===== config.mk =====
export PLATFORM = sky130hd
export DESIGN_NAME = dm_access_unit
export DESIGN_NICKNAME = d
export VERILOG_FILES = /design/src/rtl/dm_access_unit.sv
export SDC_FILE = /design/constraint.sdc
export NUM_CORES = 1
export LEC_CHECK = 0
export ABC_AREA = 1
export ABC_CLOCK_PERIOD_IN_PS = 2050
export CAP_MARGIN = 20
export CORE_MARGIN = 8
export CORE_UTILIZATION = 48
export CTS_CLUSTER_DIAMETER = 150
export DETAILED_ROUTE_END_ITERATION = 16
export PLACE_DENSITY_LB_ADDON = 0.15
export SETUP_SLACK_MARGIN = 0.15
export SLEW_MARGIN = 20
export SYNTH_ARGS = -nofsm -noshare
export SYNTH_HDL_FRONTEND = slang
export SYNTH_SLANG_ARGS = --single-unit
export TNS_END_PERCENT = 20

===== constraint.sdc =====
create_clock -name clk -period 2.05 [get_ports clk]
set_clock_uncertainty 0.1 [all_clocks]
set_input_delay 0.205 -clock clk [delete_from_list [all_inputs] [get_ports clk]]
set_output_delay 0.205 -clock clk [all_outputs]
set_load 0.005 [all_outputs]

===== src/rtl/dm_access_unit.sv =====
// dm_access_unit: CPU-side load/store initiator for the word-organised data
// memory. One request at a time; byte/halfword stores use read-modify-write.
module dm_access_unit #(
  parameter int unsigned DM_WORDS = 3072,
  parameter int unsigned OP_W     = 3
) (
  input  logic            clk,
  input  logic            reset,
  input  logic            req_valid,
  output logic            req_ready,
  input  logic [OP_W-1:0] req_op,
  input  logic [31:0]     req_addr,
  input  logic [31:0]     req_wdata,
  input  logic [31:0]     req_pc,
  output logic            rsp_valid,
  output logic [31:0]     rsp_rdata,
  output logic            rsp_err,
  output logic [31:0]     dm_add,
  output logic [31:0]     dm_data,
  output logic            dm_memW,
  output logic            dm_memR,
  output logic [31:0]     dm_pc,
  input  logic [31:0]     dm_rdata
);

  localparam int unsigned XLEN = 32;
  localparam logic [XLEN-1:0] DM_BYTES = XLEN'(DM_WORDS * 4);

  localparam logic [OP_W-1:0] OP_LW  = OP_W'(0);
  localparam logic [OP_W-1:0] OP_LH  = OP_W'(1);
  localparam logic [OP_W-1:0] OP_LHU = OP_W'(2);
  localparam logic [OP_W-1:0] OP_LB  = OP_W'(3);
  localparam logic [OP_W-1:0] OP_LBU = OP_W'(4);
  localparam logic [OP_W-1:0] OP_SW  = OP_W'(5);
  localparam logic [OP_W-1:0] OP_SH  = OP_W'(6);
  localparam logic [OP_W-1:0] OP_SB  = OP_W'(7);

  typedef enum logic [1:0] {IDLE, ACCESS, MERGE, RESP} state_t;

  state_t            state_q, state_d;
  logic [OP_W-1:0]   op_q, op_d;
  logic [XLEN-1:0]   addr_q, addr_d;
  logic [15:0]       wdata_q, wdata_d;
  logic [XLEN-1:0]   pc_q, pc_d;
  logic              req_ready_q, req_ready_d;
  logic              rsp_valid_q, rsp_valid_d;
  logic [XLEN-1:0]   rsp_rdata_q, rsp_rdata_d;
  logic              rsp_err_q, rsp_err_d;
  logic [XLEN-1:0]   dm_add_q, dm_add_d;
  logic [XLEN-1:0]   dm_data_q, dm_data_d;
  logic              memw_q, memw_d;
  logic              memr_q, memr_d;
  logic [XLEN-1:0]   dm_pc_q, dm_pc_d;

  logic [7:0]        byte_c;
  logic [15:0]       half_c;
  logic [XLEN-1:0]   load_ext_c;
  logic [XLEN-1:0]   merge_c;
  logic              bad_req_c;

  // Select the addressed lane from the returned word and extend it
  always_comb begin
    case (addr_q[1:0])
      2'd0:    byte_c = dm_rdata[7:0];
      2'd1:    byte_c = dm_rdata[15:8];
      2'd2:    byte_c = dm_rdata[23:16];
      default: byte_c = dm_rdata[31:24];
    endcase
    half_c = addr_q[1] ? dm_rdata[31:16] : dm_rdata[15:0];
    case (op_q)
      OP_LB:   load_ext_c = {{24{byte_c[7]}}, byte_c};
      OP_LBU:  load_ext_c = {24'h0, byte_c};
      OP_LH:   load_ext_c = {{16{half_c[15]}}, half_c};
      OP_LHU:  load_ext_c = {16'h0, half_c};
      default: load_ext_c = dm_rdata;
    endcase
  end

  // Replace the target byte/halfword lane of the old word with store data
  always_comb begin
    merge_c = dm_rdata;
    if (op_q == OP_SB) begin
      case (addr_q[1:0])
        2'd0:    merge_c[7:0]   = wdata_q[7:0];
        2'd1:    merge_c[15:8]  = wdata_q[7:0];
        2'd2:    merge_c[23:16] = wdata_q[7:0];
        default: merge_c[31:24] = wdata_q[7:0];
      endcase
    end else if (addr_q[1]) begin
      merge_c[31:16] = wdata_q;
    end else begin
      merge_c[15:0] = wdata_q;
    end
  end

  // Misaligned or out-of-range check on the incoming request
  always_comb begin
    bad_req_c = (req_addr >= DM_BYTES);
    if ((req_op == OP_LW || req_op == OP_SW) && req_addr[1:0] != 2'b00)
      bad_req_c = 1'b1;
    if ((req_op == OP_LH || req_op == OP_LHU || req_op == OP_SH) && req_addr[0])
      bad_req_c = 1'b1;
  end

  // Next-state and next-output logic; DM controls are loaded one cycle ahead
  always_comb begin
    state_d     = state_q;
    op_d        = op_q;
    addr_d      = addr_q;
    wdata_d     = wdata_q;
    pc_d        = pc_q;
    req_ready_d = 1'b0;
    rsp_valid_d = 1'b0;
    rsp_rdata_d = rsp_rdata_q;
    rsp_err_d   = rsp_err_q;
    dm_add_d    = '0;
    dm_data_d   = '0;
    memw_d      = 1'b0;
    memr_d      = 1'b0;
    dm_pc_d     = '0;
    case (state_q)
      IDLE: begin
        req_ready_d = 1'b1;
        if (req_valid) begin
          op_d        = req_op;
          addr_d      = req_addr;
          wdata_d     = req_wdata[15:0];
          pc_d        = req_pc;
          req_ready_d = 1'b0;
          rsp_rdata_d = '0;
          rsp_err_d   = 1'b0;
          if (bad_req_c) begin
            state_d     = RESP;
            rsp_valid_d = 1'b1;
            rsp_err_d   = 1'b1;
          end else begin
            state_d  = ACCESS;
            dm_add_d = {req_addr[31:2], 2'b00};
            dm_pc_d  = req_pc;
            if (req_op == OP_SW) begin
              memw_d    = 1'b1;
              dm_data_d = req_wdata;
            end else begin
              memr_d = 1'b1;
            end
          end
        end
      end
      ACCESS: begin
        if (op_q == OP_SH || op_q == OP_SB) begin
          state_d   = MERGE;
          memw_d    = 1'b1;
          dm_add_d  = {addr_q[31:2], 2'b00};
          dm_data_d = merge_c;
          dm_pc_d   = pc_q;
        end else begin
          state_d     = RESP;
          rsp_valid_d = 1'b1;
          if (op_q != OP_SW) rsp_rdata_d = load_ext_c;
        end
      end
      MERGE: begin
        state_d     = RESP;
        rsp_valid_d = 1'b1;
      end
      default: begin
        state_d     = IDLE;
        req_ready_d = 1'b1;
      end
    endcase
  end

  // State and output registers
  always_ff @(posedge clk) begin
    if (reset) begin
      state_q     <= IDLE;
      op_q        <= '0;
      addr_q      <= '0;
      wdata_q     <= '0;
      pc_q        <= '0;
      req_ready_q <= 1'b1;
      rsp_valid_q <= 1'b0;
      rsp_rdata_q <= '0;
      rsp_err_q   <= 1'b0;
      dm_add_q    <= '0;
      dm_data_q   <= '0;
      memw_q      <= 1'b0;
      memr_q      <= 1'b0;
      dm_pc_q     <= '0;
    end else begin
      state_q     <= state_d;
      op_q        <= op_d;
      addr_q      <= addr_d;
      wdata_q     <= wdata_d;
      pc_q        <= pc_d;
      req_ready_q <= req_ready_d;
      rsp_valid_q <= rsp_valid_d;
      rsp_rdata_q <= rsp_rdata_d;
      rsp_err_q   <= rsp_err_d;
      dm_add_q    <= dm_add_d;
      dm_data_q   <= dm_data_d;
      memw_q      <= memw_d;
      memr_q      <= memr_d;
      dm_pc_q     <= dm_pc_d;
    end
  end

  // Reset must suppress a DM access in the very cycle it is asserted
  assign dm_memW   = memw_q & ~reset;
  assign dm_memR   = memr_q & ~reset;
  assign req_ready = req_ready_q;
  assign rsp_valid = rsp_valid_q;
  assign rsp_rdata = rsp_rdata_q;
  assign rsp_err   = rsp_err_q;
  assign dm_add    = dm_add_q;
  assign dm_data   = dm_data_q;
  assign dm_pc     = dm_pc_q;

endmodule


## Yosys cells after proc, flatten, opt, wreduce, memory -nomap -nowiden

Cells that the tools add are included.

- Input port bits: 134
- Flip-flop bits (word level): 218
- Logic and storage cells: 99

- Bitwise logic cells: 5
- Reduce and logical (&&, ||, !) cells: 16
- Order comparisons: 1
- Multiplexer cells: 45
- Eq/ne operators: 18

Operators by type and width:

| cell | number |
|---|---|
| 32-bit 2-to-1 mux | 14 |
| 32-bit one-hot mux with 2 select lines | 4 |
| 32-bit one-hot mux with 4 select lines | 1 |
| 16-bit 2-to-1 mux | 3 |
| 32-bit by 14-bit greater-or-equal comparator with 1-bit output, second input constant | 1 |
| 8-bit 2-to-1 mux | 4 |
| 8-bit one-hot mux with 3 select lines | 1 |
| 3-bit equality test, second input constant | 5 |
| 1-bit 2-to-1 mux | 12 |
| 3-bit by 2-bit equality test with 1-bit output, second input constant | 3 |
| 3-bit by 1-bit equality test with 1-bit output, second input constant | 2 |
| 2-bit inequality test, second input constant | 3 |
| 2-bit one-hot mux with 3 select lines | 1 |
| 2-bit by 1-bit equality test with 1-bit output, second input constant | 2 |
| 2-bit equality test, second input constant | 2 |
| 2-bit zero test | 2 |
| 1-bit logical OR | 4 |
| 2-bit 2-to-1 mux | 2 |
| 1-bit one-hot mux with 2 select lines | 2 |
| 4-bit AND reduction | 1 |
| 2-bit nonzero test | 2 |
| 4-bit OR reduction | 1 |
| 3-bit zero test | 1 |
| 3-bit inequality test, second input constant | 1 |
| 7 further kinds | 11 |

## Longest topological paths before layout

- Depth after elaboration: 8
- Depth in mapped cells: 10

## Worst setup path after synthesis

No wires, ideal clock.

- Path kind: flip-flop to flip-flop
- From: reg state_q[0]
- To: reg rsp_err_q, in the netlist rsp_err
- Slack: 293 ps
- Arrival: 1541 ps
- Period minus slack after synthesis: 1757 ps
- Library setup time: 116 ps
- Cell stages (with the launch flop): 9
- Cells stage by stage: dfxtp_1 inv_1 ha_1 nand2_1 clkinv_1 clkbuf_1 clkbuf_1 o211ai_1 inv_1

- Word-level cells in the longest chain between the ends: 2

RTL lines:

| item | line | text |
|---|---|---|
| from (decl) | 40 | `state_t state_q, state_d;` |
| from (signal assigned) | 191 | `state_q <= state_d;` |
| 2-bit zero test | 121 | `case (state_q)` |
| 2-bit AND reduction (no source line) | - |  |
| to (signal assigned) | 199 | `rsp_err_q <= rsp_err_d;` |
| to (decl) | 48 | `logic rsp_err_q, rsp_err_d;` |

Every way passes these cells.
A chain may end at the register's enable or synchronous reset.

## Final worst setup path

- From: reg state_q[0]
- To: reg rsp_rdata_q[28], in the netlist rsp_rdata[28]

- Word-level cells in the longest chain between the ends: 3

RTL lines:

| item | line | text |
|---|---|---|
| 2-bit by 1-bit equality test with 1-bit output or 2-bit zero test (tied branches) | 121 |  |
| 2-bit inequality test (no source line) or 2-bit nonzero test (tied branches) | - |  |
| 4-bit AND reduction (no source line) | - |  |
| to (signal assigned) | 198 | `rsp_rdata_q <= rsp_rdata_d;` |
| to (decl) | 47 | `logic [XLEN-1:0] rsp_rdata_q, rsp_rdata_d;` |

Several ways; a longest one is shown, not always the timed one.

==> parameters.txt <==
Parameter                              Value

Logic synthesis
  Mean Syn Cell Area ... 7.012 µm²
  Number of different library cells in the post-synthesis netlist ... 33
  Gate count of the mapped netlist ... 1339
  Sequential element share of the synthesized area ... 46.06%
  Synth Cell Area ... 0.009389 mm²
  Share of flip-flops with an asynchronous set or reset ... 0%
  Count of yosys warnings during synthesis ... 0
  Post-synth EDFFs ... 0
  Primary flip-flop cell chosen by synthesis mapping ... sky130_fd_sc_hd__dfxtp_1
  FF+latch count, synth ... 216
  Area contributors post-synth ... sky130_fd_sc_hd__dfxtp_1, sky130_fd_sc_hd__nand2_1, sky130_fd_sc_hd__a21oi_1, sky130_fd_sc_hd__nand3_1, sky130_fd_sc_hd__o21ai_0
  Library cell with the largest summed area after synthesis ... sky130_fd_sc_hd__dfxtp_1
  Share of Yosys cell area claimed by the top area cell type ... 46.06%

Worst setup path
  Cell seen most often among critical-path stages ... sky130_fd_sc_hd__inv_1
  Worst endpoint data arrival time ... 2.11 ns
  Slowest stage delay, CP ... 0.38 ns
  Worst EP required ... 2.31 ns
  Critical Path Fanout Max ... 32
  Critical path endpoint category ... flip-flop
  Slowest stage cell on the critical path ... sky130_fd_sc_hd__dfxtp_1
  Type of the worst setup path ... flip-flop to flip-flop
  Number of buffer and inverter stages on the critical path ... 3
  Top delay family on crit path ... compound AO/OA/AOI/OAI gates
  Cells along the critical path ... inv_1, ha_1, inv_1, o22ai_2, a211o_1, buf_12, nand2_1, a21oi_1
  Kind of start point of the critical path ... flip-flop

Placement
  Half-perimeter wire length of the detailed placement result ... 22620 µm
  Final GP Congestion ... 0.9381
  Port buffer count ... 264
  Place WS ... -0.1201 ns

Clocking
  Clock tree from TritonCTS ... done
  Number of clock buffers inserted by TritonCTS ... 24
  Skew-Pair Late Insertion Delay ... 0.51 ns
  Sink count of the clock tree ... 216
  Root buffer cell ... sky130_fd_sc_hd__clkbuf_16
  Clock H-tree levels ... 1
  Bufs on Longest Clock Path ... 3
  CTS clk-pin slew, worst paths ... 0.06 ns

Cells and area
  Sequential Area ... 0.004325 mm²
  Combined area of the multi-input logic cells ... 0.004423 mm²
  Relative area change from synthesis to final layout ... 40.90%
  Highest-count cells in the layout ignoring fill and taps ... sky130_fd_sc_hd__nand2_1, sky130_fd_sc_hd__clkdlybuf4s50_1, sky130_fd_sc_hd__a21oi_1
  Most common cell after layout, fill and taps aside ... sky130_fd_sc_hd__nand2_1
  Ratio of cells with drive above 1 in the final layout ... 6.452%
  Net count, final ... 1704
  Layout filler cell count ... 1715

Global route
  Number of antenna violations at the first check in global routing ... 2
  GRT overflow ... 0
  First-pass GRT wire length ... 49120 µm
  Total routing usage reported by global routing ... 25.16%
  Maximum number of pins on one net before global-route repair ... 172
  Vias in the first global route ... 9111

Detailed routing
  Via density per instance ... 5.364
  Initial DRC count ... 878
  Average detailed-routed wire length per instance ... 17.33 µm
  DRC errors left ... 0
  Number of search-and-repair iterations in the first detailed-routing pass ... 5
  Routed vias ... 9913
  Routed WL ... 32040 µm
  Number of antenna-violating nets in the routed design ... 0

Power
  Internal Power ... 0.009115 W
  Reported leakage power ... 4.811 nW
  Maximum vdd drop ... 0.7727 mV
  Switch share ... 33.62%
  Fraction of power consumed by the clock network ... 31.5%
  Pwr dens ... 1038 mW/mm²
  Portion of total power attributed to sequential cells ... 36.6%
  Logic gate share of total power ... 31.9%
  Switching power of the nets ... 0.004616 W

Timing
  Final setup slack of the worst path ... 0.2047 ns
  Number of hold-slack violations in the final timing report ... 36
  Post-layout min period ... 1.845 ns
  Transition time of the tightest slew-check pin ... 0.7447 ns
  Sum of negative setup slack ... 0 ns
  Worst max-slew margin expressed relative to the limit ... 50.35%
  Period utilization ... 90.02%
  Final setup viols ... 0
  Min Hold Slack ... -0.05494 ns
  Final slew viol count ... 0
  RSZ-0062 raised after global routing ... yes
  FMAX ... 541.9 MHz

Floorplanning
  Total number of placement rows ... 51
  Initial Utilization ... 48.56%
  Area of the die ... 0.02429 mm²
  Horiz. Die Dim ... 155.9 µm
  Height of the die ... 155.9 µm
  I/O pin count ... 267
  Core Area ... 0.01933 mm²

Run
  Max-capacitance violation count ... 0

Outcome
  Status ... finished with violations
  Violated checks ... hold timing

Hold path
  Worst hold path class ... input port to flip-flop
-- final timing paths --
| path | start | slack (ns) | end | depth (start not counted) |
|---|---|---|---|---|
| setup / recovery | state_q[0]$_SDFFE_PP0N_ | 0.20 | rsp_rdata[28]$_SDFFE_PP0P_ | 8 |
| hold / removal | reset | -0.05 | dm_add[28]$_SDFF_PP0_ | 2 |
| setup reg to reg | state_q[0]$_SDFFE_PP0N_ | 0.20 | rsp_rdata[28]$_SDFFE_PP0P_ | 8 |
| hold reg to reg | addr_q[26]$_SDFFE_PP0P_ | 0.33 | dm_add[26]$_SDFF_PP0_ | 2 |
-- state kept, by name (all words and copies together), names as in the netlist, 2 cells and up --
register / cells
addr_q: 32
dm_data: 32
dm_pc: 32
pc_q: 32
rsp_rdata: 32
dm_add: 30
wdata_q: 16
op_q: 3
state_q: 2
-- per-stage QoR --
stage,power [W],cell area (µm²),utilization [%],instances
4_1_cts,0.01374,13190,68.23,1846
3_3_place_gp,0.009313,12380,64.03,1805
3_5_place_dp,0.009393,12380,64.03,1805
2_1_floorplan,0.007694,9393,-,1340
6_report,0.01373,13230,68.42,1848
5_1_grt,0.01447,13230,68.42,1848
-- what timing repair did --
action                                  in CTS  in global routing
resized for setup                            1                 11
endpoints found under the setup margin      14                 74
buffers inserted                             0                  0
endpoints found under the hold margin       36                 25
-- layout make-up --
cell class	count	area share [%]
diodes	2	0.03783
clock buffers	37	5.751
clock inverters	4	0.3594
inverters	66	1.929
multi-input cells	958	33.43
flip-flops and latches	216	32.70
well taps	265	2.506
repair buffers	300	23.29
-- synthesized netlist by cell type (3+ instances only) --
master / instances
sky130_fd_sc_hd__nand2_2: 3
sky130_fd_sc_hd__nor2_2: 3
sky130_fd_sc_hd__buf_1: 5
sky130_fd_sc_hd__nand3_1: 131
sky130_fd_sc_hd__or2_0: 7
sky130_fd_sc_hd__inv_2: 10
sky130_fd_sc_hd__buf_2: 24
sky130_fd_sc_hd__nand2_1: 368
sky130_fd_sc_hd__ha_1: 4
sky130_fd_sc_hd__clkbuf_1: 67
sky130_fd_sc_hd__o21ai_1: 37
sky130_fd_sc_hd__o21ai_0: 57
sky130_fd_sc_hd__dfxtp_1: 216
sky130_fd_sc_hd__buf_4: 3
sky130_fd_sc_hd__inv_1: 55
sky130_fd_sc_hd__a21oi_1: 256
sky130_fd_sc_hd__o221ai_1: 8
sky130_fd_sc_hd__o211ai_1: 9
sky130_fd_sc_hd__nor2_1: 62
-- per-layer routing --
layer  share of wire [%]  track usage, %  up-vias
met3                 9.4           6.842       68
met5                   0               0        -
li1                    -               -     4884
met2                  47           41.01      419
met4                 3.7           10.86        0
met1                  40           30.65     4542
-- kinds of logic (layout without fill, tap and decap cells) --
logic type | after synthesis | after routing | synth area share, %
simple gates | 581 | 581 | 25.77
buf+inv | 166 | 407 | 7.156
other cells | 1 | 4 | 0.03994
fa+ha+maj | 4 | 4 | 0.5331
compound gates | 371 | 371 | 20.44
flops | 216 | 216 | 46.06
-- power groups by stage --
stage / combinational (W) / sequential, W / clock (W)
global route: 0.00484 / 0.00508 / 0.00455
floorplan: 0.00265 / 0.00504 / 0
CTS: 0.00433 / 0.00501 / 0.00440
finish: 0.00438 / 0.00502 / 0.00433
global placement: 0.00423 / 0.00508 / 0
detailed placement: 0.00429 / 0.00510 / 0
Power figures use the tool's default switching activity.
